===== src/rtl/uart_rx.sv =====
// UART receiver: 2-flop synchronized line, mid-bit sampling, single-entry valid/ready output buffer.
// Optional even-parity bit enabled by defining UART_RX_PARITY_EN.
module uart_rx #(
    parameter int unsigned SYSTEM_CLK     = 50000000,
    parameter int unsigned UART_BUAD_RATE = 9600
) (
    input  logic       i_sys_clk,
    input  logic       i_rst,
    input  logic       i_uart_rx,
    output logic [7:0] o_rx_data,
    output logic       o_rx_valid,
    input  logic       i_rx_ready,
    output logic       o_frame_err,
    output logic       o_overrun,
    output logic       o_parity_err
);

    localparam int unsigned DF = SYSTEM_CLK / UART_BUAD_RATE;
    localparam int unsigned HF = DF / 2;
    localparam int unsigned CW = (DF > 1) ? $clog2(DF) : 1;
    localparam logic [CW-1:0] DF_LAST = CW'(DF - 1);
    localparam logic [CW-1:0] HF_LAST = CW'(HF - 1);

    typedef enum logic [2:0] {
        IDLE   = 3'd0,
        START  = 3'd1,
        DATA   = 3'd2,
`ifdef UART_RX_PARITY_EN
        PARITY = 3'd4,
`endif
        STOP   = 3'd3
    } state_e;

    logic          sync1_q, sync2_q, prev_q;
    logic          rx_s;
    state_e        state_q, state_d;
    logic [CW-1:0] cnt_q, cnt_d;
    logic [2:0]    bit_q, bit_d;
    logic [7:0]    shift_q, shift_d;
    logic [7:0]    data_q, data_d;
    logic          valid_q, valid_d;
    logic          frame_err_q, frame_err_d;
    logic          overrun_q, overrun_d;
    logic          done_c;
`ifdef UART_RX_PARITY_EN
    logic          par_bad_q, par_bad_d;
    logic          parity_err_q, parity_err_d;
`endif

    assign rx_s = sync2_q;

    // Synchronizer plus edge-detect history; all held at idle-high in reset
    always_ff @(posedge i_sys_clk or posedge i_rst) begin
        if (i_rst) begin
            sync1_q <= 1'b1;
            sync2_q <= 1'b1;
            prev_q  <= 1'b1;
        end else begin
            sync1_q <= i_uart_rx;
            sync2_q <= sync1_q;
            prev_q  <= sync2_q;
        end
    end

    // State and datapath registers
    always_ff @(posedge i_sys_clk or posedge i_rst) begin
        if (i_rst) begin
            state_q      <= IDLE;
            cnt_q        <= '0;
            bit_q        <= '0;
            shift_q      <= '0;
            data_q       <= '0;
            valid_q      <= 1'b0;
            frame_err_q  <= 1'b0;
            overrun_q    <= 1'b0;
`ifdef UART_RX_PARITY_EN
            par_bad_q    <= 1'b0;
            parity_err_q <= 1'b0;
`endif
        end else begin
            state_q      <= state_d;
            cnt_q        <= cnt_d;
            bit_q        <= bit_d;
            shift_q      <= shift_d;
            data_q       <= data_d;
            valid_q      <= valid_d;
            frame_err_q  <= frame_err_d;
            overrun_q    <= overrun_d;
`ifdef UART_RX_PARITY_EN
            par_bad_q    <= par_bad_d;
            parity_err_q <= parity_err_d;
`endif
        end
    end

    // Frame FSM: next state, bit timing and error detection
    always_comb begin
        state_d     = state_q;
        cnt_d       = cnt_q + CW'(1);
        bit_d       = bit_q;
        shift_d     = shift_q;
        frame_err_d = 1'b0;
        done_c      = 1'b0;
`ifdef UART_RX_PARITY_EN
        par_bad_d    = par_bad_q;
        parity_err_d = 1'b0;
`endif
        case (state_q)
            IDLE: begin
                cnt_d = '0;
                bit_d = '0;
                if (prev_q && !rx_s) begin
                    state_d = START;
                end
            end
            START: begin
                if (cnt_q == HF_LAST) begin
                    cnt_d   = '0;
                    state_d = rx_s ? IDLE : DATA;
                end
            end
            DATA: begin
                if (cnt_q == DF_LAST) begin
                    cnt_d   = '0;
                    shift_d = {rx_s, shift_q[7:1]};
                    bit_d   = bit_q + 3'd1;
                    if (bit_q == 3'd7) begin
`ifdef UART_RX_PARITY_EN
                        state_d = PARITY;
`else
                        state_d = STOP;
`endif
                    end
                end
            end
`ifdef UART_RX_PARITY_EN
            PARITY: begin
                if (cnt_q == DF_LAST) begin
                    cnt_d        = '0;
                    par_bad_d    = (rx_s != ^shift_q);
                    parity_err_d = (rx_s != ^shift_q);
                    state_d      = STOP;
                end
            end
`endif
            STOP: begin
                if (cnt_q == DF_LAST) begin
                    cnt_d   = '0;
                    state_d = IDLE;
                    if (!rx_s) begin
                        frame_err_d = 1'b1;
                    end else begin
`ifdef UART_RX_PARITY_EN
                        done_c = !par_bad_q;
`else
                        done_c = 1'b1;
`endif
                    end
                end
            end
            default: begin
                state_d = IDLE;
                cnt_d   = '0;
            end
        endcase
    end

    // Output buffer: handshake drains it; a completion into a full, unaccepted buffer is an overrun
    always_comb begin
        data_d    = data_q;
        valid_d   = valid_q;
        overrun_d = 1'b0;
        if (valid_q && i_rx_ready) begin
            valid_d = 1'b0;
        end
        if (done_c) begin
            if (!valid_q || i_rx_ready) begin
                data_d  = shift_q;
                valid_d = 1'b1;
            end else begin
                overrun_d = 1'b1;
            end
        end
    end

    assign o_rx_data   = data_q;
    assign o_rx_valid  = valid_q;
    assign o_frame_err = frame_err_q;
    assign o_overrun   = overrun_q;
`ifdef UART_RX_PARITY_EN
    assign o_parity_err = parity_err_q;
`else
    assign o_parity_err = 1'b0;
`endif

endmodule

===== config.mk =====
export PLATFORM = sky130hd
export DESIGN_NAME = uart_rx
export DESIGN_NICKNAME = d
export VERILOG_FILES = /design/src/rtl/uart_rx.sv
export SDC_FILE = /design/constraint.sdc
export NUM_CORES = 1
export LEC_CHECK = 0
export BUFFER_PORTS_ARGS = -buffer_cell sky130_fd_sc_hd__buf_2
export CAP_MARGIN = 10
export CORE_MARGIN = 8
export CORE_UTILIZATION = 49
export CTS_CLUSTER_DIAMETER = 30
export DETAILED_ROUTE_END_ITERATION = 10
export GPL_TIMING_DRIVEN = 1
export PLACE_DENSITY = 0.79
export RECOVER_POWER = 100
export SYNTH_ARGS = -nofsm -noshare
export SYNTH_HDL_FRONTEND = slang
export SYNTH_SLANG_ARGS = --single-unit

===== constraint.sdc =====
create_clock -name i_sys_clk -period 1.9 [get_ports i_sys_clk]
set_input_delay 0.19 -clock i_sys_clk [delete_from_list [all_inputs] [get_ports i_sys_clk]]
set_output_delay 0.19 -clock i_sys_clk [all_outputs]
set_load 0.01 [all_outputs]

Word-level counts from Yosys, hierarchy flattened:

Index checks and enable logic that the tools add are counted.

* add/subtract/negate cells: 2
* multiply operators: 0
* divide/modulo/power cells: 0
* order comparisons: 0
* equal/unequal tests: 11
* shifts and indexed selects: 0
* mux-type cells: 23
* bitwise logic cells: 0
* reductions and logical operators: 12

Operator list (count)
* 13-bit 2-to-1 mux: 2
* 13-bit one-hot mux with 2 select lines: 1
* 3-bit 2-to-1 mux: 6
* 13-bit by 1-bit adder with 13-bit output, second input constant: 1
* 13-bit by 12-bit equality test with 1-bit output, second input constant: 1
* 13-bit equality test, second input constant: 1
* 3-bit one-hot mux with 4 select lines: 1
* 1-bit 2-to-1 mux: 11
* 2-bit inequality test, second input constant: 5
* 3-bit by 2-bit equality test with 1-bit output, second input constant: 2
* 3-bit one-hot mux with 2 select lines: 1
* 2-bit AND reduction: 3
* 5-bit AND reduction: 1
* 3-bit by 1-bit adder with 3-bit output, second input constant: 1
* 3-bit by 1-bit equality test with 1-bit output, second input constant: 1
* 3-bit equality test, second input constant: 1
* 3-bit zero test: 1
* 1-bit logical AND: 2
* 1-bit zero test: 2
* 2-bit 2-to-1 mux: 1
* 2-bit nonzero test: 1
* 2-bit OR reduction: 1
* 1-bit logical OR: 1

* register bits after elaboration: 41
* latch bits: 0
* memory bits (writable): 0
* ROM bits: 0
* bits of input ports: 4
* output and inout port bits: 12
* word-level logic and storage cells: 59
* memories: 0

Logic depth before layout (Yosys ltp):

* depth in word-level cells: 4
* mapped depth: 6
* gate-level depth less buffers: 5

Least setup slack after synthesis:

Ideal clock, no wire load.

* path type: reg2reg
* start point: register cnt_q[0]
* end point: register shift_q[0]
* setup time: 0.125 ns
* data arrival time: 1.732 ns
* data required time: 1.775 ns
* setup slack: 0.043 ns
* cell stages (with the launch flop): 6
* path buffers: 1
* clock period less this slack: 1.857 ns
* cells stage by stage: dfrtp_1 ha_1 nand4bb_4 or4b_1 buf_6 mux2_4

* cells in the longest elaborated chain, start to end: 2

Ends and longest elaborated chain
* start, declared: RTL line 37 `logic [CW-1:0] cnt_q, cnt_d;`
* start signal, assigned: RTL line 82 `cnt_q <= cnt_d;`
* 13-bit equality test: RTL line 123 `if (cnt_q == DF_LAST) begin`
* 2-bit AND reduction (no source line)
* end signal, assigned: RTL line 84 `shift_q <= shift_d;`
* end, declared: RTL line 39 `logic [7:0] shift_q, shift_d;`

Every way passes these cells.
A chain may end at the register's enable or synchronous reset.

Final worst setup path:

* start point: register cnt_q[0]
* end point: register shift_q[2]

Same word-level chain as after synthesis.

==> flow_summary.html <==
<table>
<tr><th>Metric</th><th>Value</th></tr>
<tr><th colspan="2">Setup path</th></tr>
<tr><td>CP arrival</td><td>2000 ps</td></tr>
<tr><td>Worst stage delay on the critical path</td><td>540 ps</td></tr>
<tr><td>Cells along the critical path</td><td>ha_4, nand4bb_4, or4b_1, buf_6, mux2_4</td></tr>
<tr><td>Highest fanout seen on the critical path</td><td>9</td></tr>
<tr><td>Capturing element type of the critical path</td><td>register</td></tr>
<tr><td>Type of the worst setup path</td><td>register to register</td></tr>
<tr><td>Required time of the worst setup path</td><td>2070 ps</td></tr>
<tr><td>Slowest library cell on the worst path</td><td>sky130_fd_sc_hd__or4b_1</td></tr>
<tr><td>Length in cells of the worst reg-to-reg path</td><td>5</td></tr>
<tr><td>Element type at the critical path start</td><td>register</td></tr>
<tr><th colspan="2">Yosys</th></tr>
<tr><td>Fraction of post-synthesis cell area in the top cell type by area</td><td>50.14%</td></tr>
<tr><td>Ranking of synthesized cells by area</td><td>sky130_fd_sc_hd__dfrtp_1, sky130_fd_sc_hd__mux2_4, sky130_fd_sc_hd__mux2_2, sky130_fd_sc_hd__dfstp_2, sky130_fd_sc_hd__xnor2_1</td></tr>
<tr><td>Synth Area in Simple Gates</td><td>20.26%</td></tr>
<tr><td>Fraction of synthesized cell area in xor and xnor cells</td><td>5.217%</td></tr>
<tr><td>Fraction of synthesized area in multiplexers</td><td>11.38%</td></tr>
<tr><td>Synthesized instance count</td><td>149</td></tr>
<tr><td>Net count after synthesis</td><td>156</td></tr>
<tr><td>Compound-Gate Fraction of Synth Area</td><td>3.523%</td></tr>
<tr><td>Main flop type after synthesis</td><td>sky130_fd_sc_hd__dfrtp_1</td></tr>
<tr><td>Cell accounting for the most synthesized area</td><td>sky130_fd_sc_hd__dfrtp_1</td></tr>
<tr><td>Per-instance average area after synthesis</td><td>12.39 um2</td></tr>
<tr><td>Part of the Yosys area used for sequential elements</td><td>54.40%</td></tr>
<tr><td>Largest family of logic cells by synthesized area</td><td>simple AND/OR/NAND/NOR gates</td></tr>
<tr><td>Async set or reset register ratio after synthesis</td><td>100.0%</td></tr>
<tr><td>Total number of yosys warnings</td><td>0</td></tr>
<tr><td>Share of synthesized cell area in full adder, half adder and majority cells</td><td>2.033%</td></tr>
<tr><td>Number of synthesized register bits</td><td>40</td></tr>
<tr><td>Post-synth EDFFs</td><td>0</td></tr>
<tr><td>Count of unique library cells instantiated by Yosys</td><td>38</td></tr>
<tr><td>Post-synthesis instance area</td><td>1847 um2</td></tr>
<tr><th colspan="2">Global route</th></tr>
<tr><td>Number of global-route vias before repair</td><td>1,282</td></tr>
<tr><td>Number of antenna violations at the first check in global routing</td><td>0</td></tr>
<tr><td>Pin count of the biggest net entering global routing</td><td>41</td></tr>
<tr><td>Grt ovf</td><td>0</td></tr>
<tr><td>GRT Total Usage</td><td>12.49%</td></tr>
<tr><td>Wire length of the first global-routing pass</td><td>6016 um</td></tr>
<tr><th colspan="2">Clock network</th></tr>
<tr><td>Clock-pin slew on the worst setup and hold paths</td><td>70 ps</td></tr>
<tr><td>H-tree depth</td><td>2</td></tr>
<tr><td>Clk buf depth</td><td>2</td></tr>
<tr><td>Cell chosen for the clock root</td><td>sky130_fd_sc_hd__clkbuf_8</td></tr>
<tr><td>Latest clock arrival within the worst-skew pair</td><td>290 ps</td></tr>
<tr><td>Clock tree from TritonCTS</td><td>built</td></tr>
<tr><td>TritonCTS sink count</td><td>40</td></tr>
<tr><td>Number of buffers created by CTS</td><td>5</td></tr>
<tr><th colspan="2">Routing</th></tr>
<tr><td>Routed vias</td><td>1,228</td></tr>
<tr><td>Top routing layer in use</td><td>met4</td></tr>
<tr><td>DR WL/cell</td><td>15.17 um</td></tr>
<tr><td>Remaining antenna violation count</td><td>0</td></tr>
<tr><td>Total length of routed met2 wires</td><td>1832 um</td></tr>
<tr><td>Met3 layer wire length in the routed design</td><td>168 um</td></tr>
<tr><td>Routed metal-1 wire length</td><td>1456 um</td></tr>
<tr><td>First-pass iteration count of the detailed router</td><td>4</td></tr>
<tr><td>Wirelength, routed</td><td>3520 um</td></tr>
<tr><td>Drt via density</td><td>5.293</td></tr>
<tr><td>Final routed DRC violation total</td><td>0</td></tr>
<tr><td>Iter 0 DRT Violations</td><td>56</td></tr>
<tr><th colspan="2">Place</th></tr>
<tr><td># port buffers</td><td>14</td></tr>
<tr><td>Placer's final routability congestion estimate</td><td>0.8390</td></tr>
<tr><td>Placed wire-length estimate</td><td>2593 um</td></tr>
<tr><td>Total cell area at the placement stage</td><td>2077 um2</td></tr>
<tr><th colspan="2">Floorplanning</th></tr>
<tr><td>Width of the die</td><td>77.39 um</td></tr>
<tr><td>Area of the core</td><td>3633 um2</td></tr>
<tr><td>Die area</td><td>5989 um2</td></tr>
<tr><td>Floorplan row count</td><td>22</td></tr>
<tr><td>Number of I/O pins</td><td>16</td></tr>
<tr><td>Height of the die</td><td>77.39 um</td></tr>
<tr><td>Initial core utilization</td><td>50.83%</td></tr>
<tr><th colspan="2">Final layout</th></tr>
<tr><td>Signed area change from the synthesized netlist to the final layout</td><td>18.50%</td></tr>
<tr><td>Nets@finish</td><td>191</td></tr>
<tr><td>Fill cell total of the finished layout</td><td>322</td></tr>
<tr><td>Commonest non-fill, non-tap cell in the layout</td><td>sky130_fd_sc_hd__dfrtp_1</td></tr>
<tr><td>Final cell utilization of the core</td><td>60.23%</td></tr>
<tr><td>Final Instance Area</td><td>2188 um2</td></tr>
<tr><td>Commonest cells after routing, fill and taps aside</td><td>sky130_fd_sc_hd__dfrtp_1, sky130_fd_sc_hd__nor2_1, sky130_fd_sc_hd__clkbuf_1</td></tr>
<tr><td>Diodes inserted</td><td>0</td></tr>
<tr><td>Fraction of layout instances using a drive strength above 1</td><td>28.26%</td></tr>
<tr><th colspan="2">Min path</th></tr>
<tr><td>Class of the worst hold path</td><td>input port to async pin</td></tr>
<tr><th colspan="2">Timing</th></tr>
<tr><td>Post-Route Setup TNS</td><td>0 ps</td></tr>
<tr><td>RSZ-0062 raised after global routing</td><td>no</td></tr>
<tr><td>Relative slew margins</td><td>36.55%</td></tr>
<tr><td>Final Hold Fails</td><td>0</td></tr>
<tr><td>Actual slew at the worst max-slew pin</td><td>951.8 ps</td></tr>
<tr><td>Number of pins exceeding their max-slew limit in the final report</td><td>0</td></tr>
<tr><td>Clock skew</td><td>7.493 ps</td></tr>
<tr><td>Fmax</td><td>546.9 MHz</td></tr>
<tr><td>Final critical-path share of the clock period</td><td>96.24%</td></tr>
<tr><td>Post-layout minimum cycle time</td><td>1829 ps</td></tr>
<tr><td>Final Hold Slack</td><td>183.9 ps</td></tr>
<tr><td>Number of setup violations in the final report</td><td>0</td></tr>
<tr><th colspan="2">Pwr</th></tr>
<tr><td>Leakage power summed over all cells</td><td>1.011 nW</td></tr>
<tr><td>Total power density per cell area</td><td>884.0 nW/um2</td></tr>
<tr><td>Largest voltage drop on the vdd net</td><td>0.4073 mV</td></tr>
<tr><th colspan="2">Status</th></tr>
<tr><td>Run status</td><td>finished clean</td></tr>
<tr><th colspan="2">Flow run</th></tr>
<tr><td>Count of max-cap constraint violations</td><td>0</td></tr>
</table>
==> cells in the mapped netlist (2+ instances only) <==
cell and number:
sky130_fd_sc_hd__mux2_4 8, sky130_fd_sc_hd__nand4_1 3, sky130_fd_sc_hd__inv_1 4, sky130_fd_sc_hd__nand2_1 11, sky130_fd_sc_hd__ha_1 3, sky130_fd_sc_hd__nor2_1 15
sky130_fd_sc_hd__dfstp_2 3, sky130_fd_sc_hd__xor2_1 3, sky130_fd_sc_hd__nor3_1 4, sky130_fd_sc_hd__nor4_1 4, sky130_fd_sc_hd__xnor2_1 8, sky130_fd_sc_hd__nand3_1 7
sky130_fd_sc_hd__nor2b_1 2, sky130_fd_sc_hd__mux2_2 8, sky130_fd_sc_hd__dfrtp_1 37, sky130_fd_sc_hd__nand4bb_4 2, sky130_fd_sc_hd__buf_4 2, sky130_fd_sc_hd__buf_2 2
sky130_fd_sc_hd__o211ai_1 4
==> through the flow <==
stage	std cells	setup WS [ps]	total power, mW
after floorplan	149	42.68	1.157
after global placement	222	75.80	1.280
after detailed placement	222	-15.22	1.308
after CTS	230	13.93	1.932
after global routing	232	14.16	2.040
final	232	71.47	1.935
==> worst paths after layout <==
| path | startpoint | slack (ps) | endpoint |
|---|---|---|---|
| max | cnt_q[0] | 70 | shift_q[2] |
| min | i_rst | 180 | cnt_q[2] |
| max reg2reg | cnt_q[0] | 70 | shift_q[2] |
| min reg2reg | sync1_q | 360 | rx_s |
| max in group asynchronous | i_rst | 1080 | cnt_q[1] |
| min in group i_sys_clk | i_rx_ready | 240 | o_overrun |
==> layout make-up <==
type / instances / area, um2 / area share, %
Clock buffer: 7 / 96.34 / 4.403
Multi-Input combinational cell: 99 / 799.5 / 36.54
Sequential cell: 40 / 1006 / 45.97
Timing Repair Buffer: 34 / 211.5 / 9.663
Inverter: 4 / 15.01 / 0.6861
Tap cell: 48 / 60.06 / 2.744
==> kinds of logic (layout without fill, tap and decap cells) <==
| family | after synthesis | in the layout |
|---|---|---|
| buffers and inverters | 10 | 45 |
| adders and majority gates | 3 | 3 |
| DFF | 40 | 40 |
| AOI/OAI and AO/OA | 8 | 8 |
| other | 1 | 1 |
| muxes | 16 | 16 |
| xor gates and xnor gates | 11 | 11 |
| and+or+nand+nor | 60 | 60 |
==> critical path: cells and delay by family, from the launching register on <==
family                   cells  cell delay [ps]
AND/OR/NAND/NOR              2              680
flip-flops                   1              390
multiplexers                 1              300
adder cells (fa/ha/maj)      1              170
buffers and inverters        1              170
==> repair_timing <==
| item | 4_1_cts | 5_1_grt |
|---|---|---|
| resized for setup | 2 | 2 |
| endpoints found under the hold margin | 1 | 0 |
| buffers inserted | 0 | 2 |
| pin swaps | 0 | 0 |
| gates cloned | 0 | 0 |
| endpoints found under the setup margin | 8 | 8 |
| hold buffers | 1 | 0 |
==> per-layer routing <==
layer  track usage [%]  vias to the layer above
li1                  -                      588
met1             13.98                      608
met2             20.89                       24
met3             4.724                        8
met4             5.283                        0
met5                 0                        -
==> flip-flops by register name, summed over array words and instances (netlist names) <==
register,cells
o_rx_data,8
rx_s,1
sync1_q,1
bit_q,3
state_q,2
o_frame_err,1
o_overrun,1
cnt_q,13
prev_q,1
shift_q,8
o_rx_valid,1
==> power by group <==
group          switching, mW  leakage [nW]  internal, mW
Clock                  0.262        0.0503         0.323
Sequential            0.0416         0.536         0.914
Combinational          0.190         0.424         0.205
Total                  0.493          1.01          1.44
No activity file was read; power rests on OpenSTA's default activity.
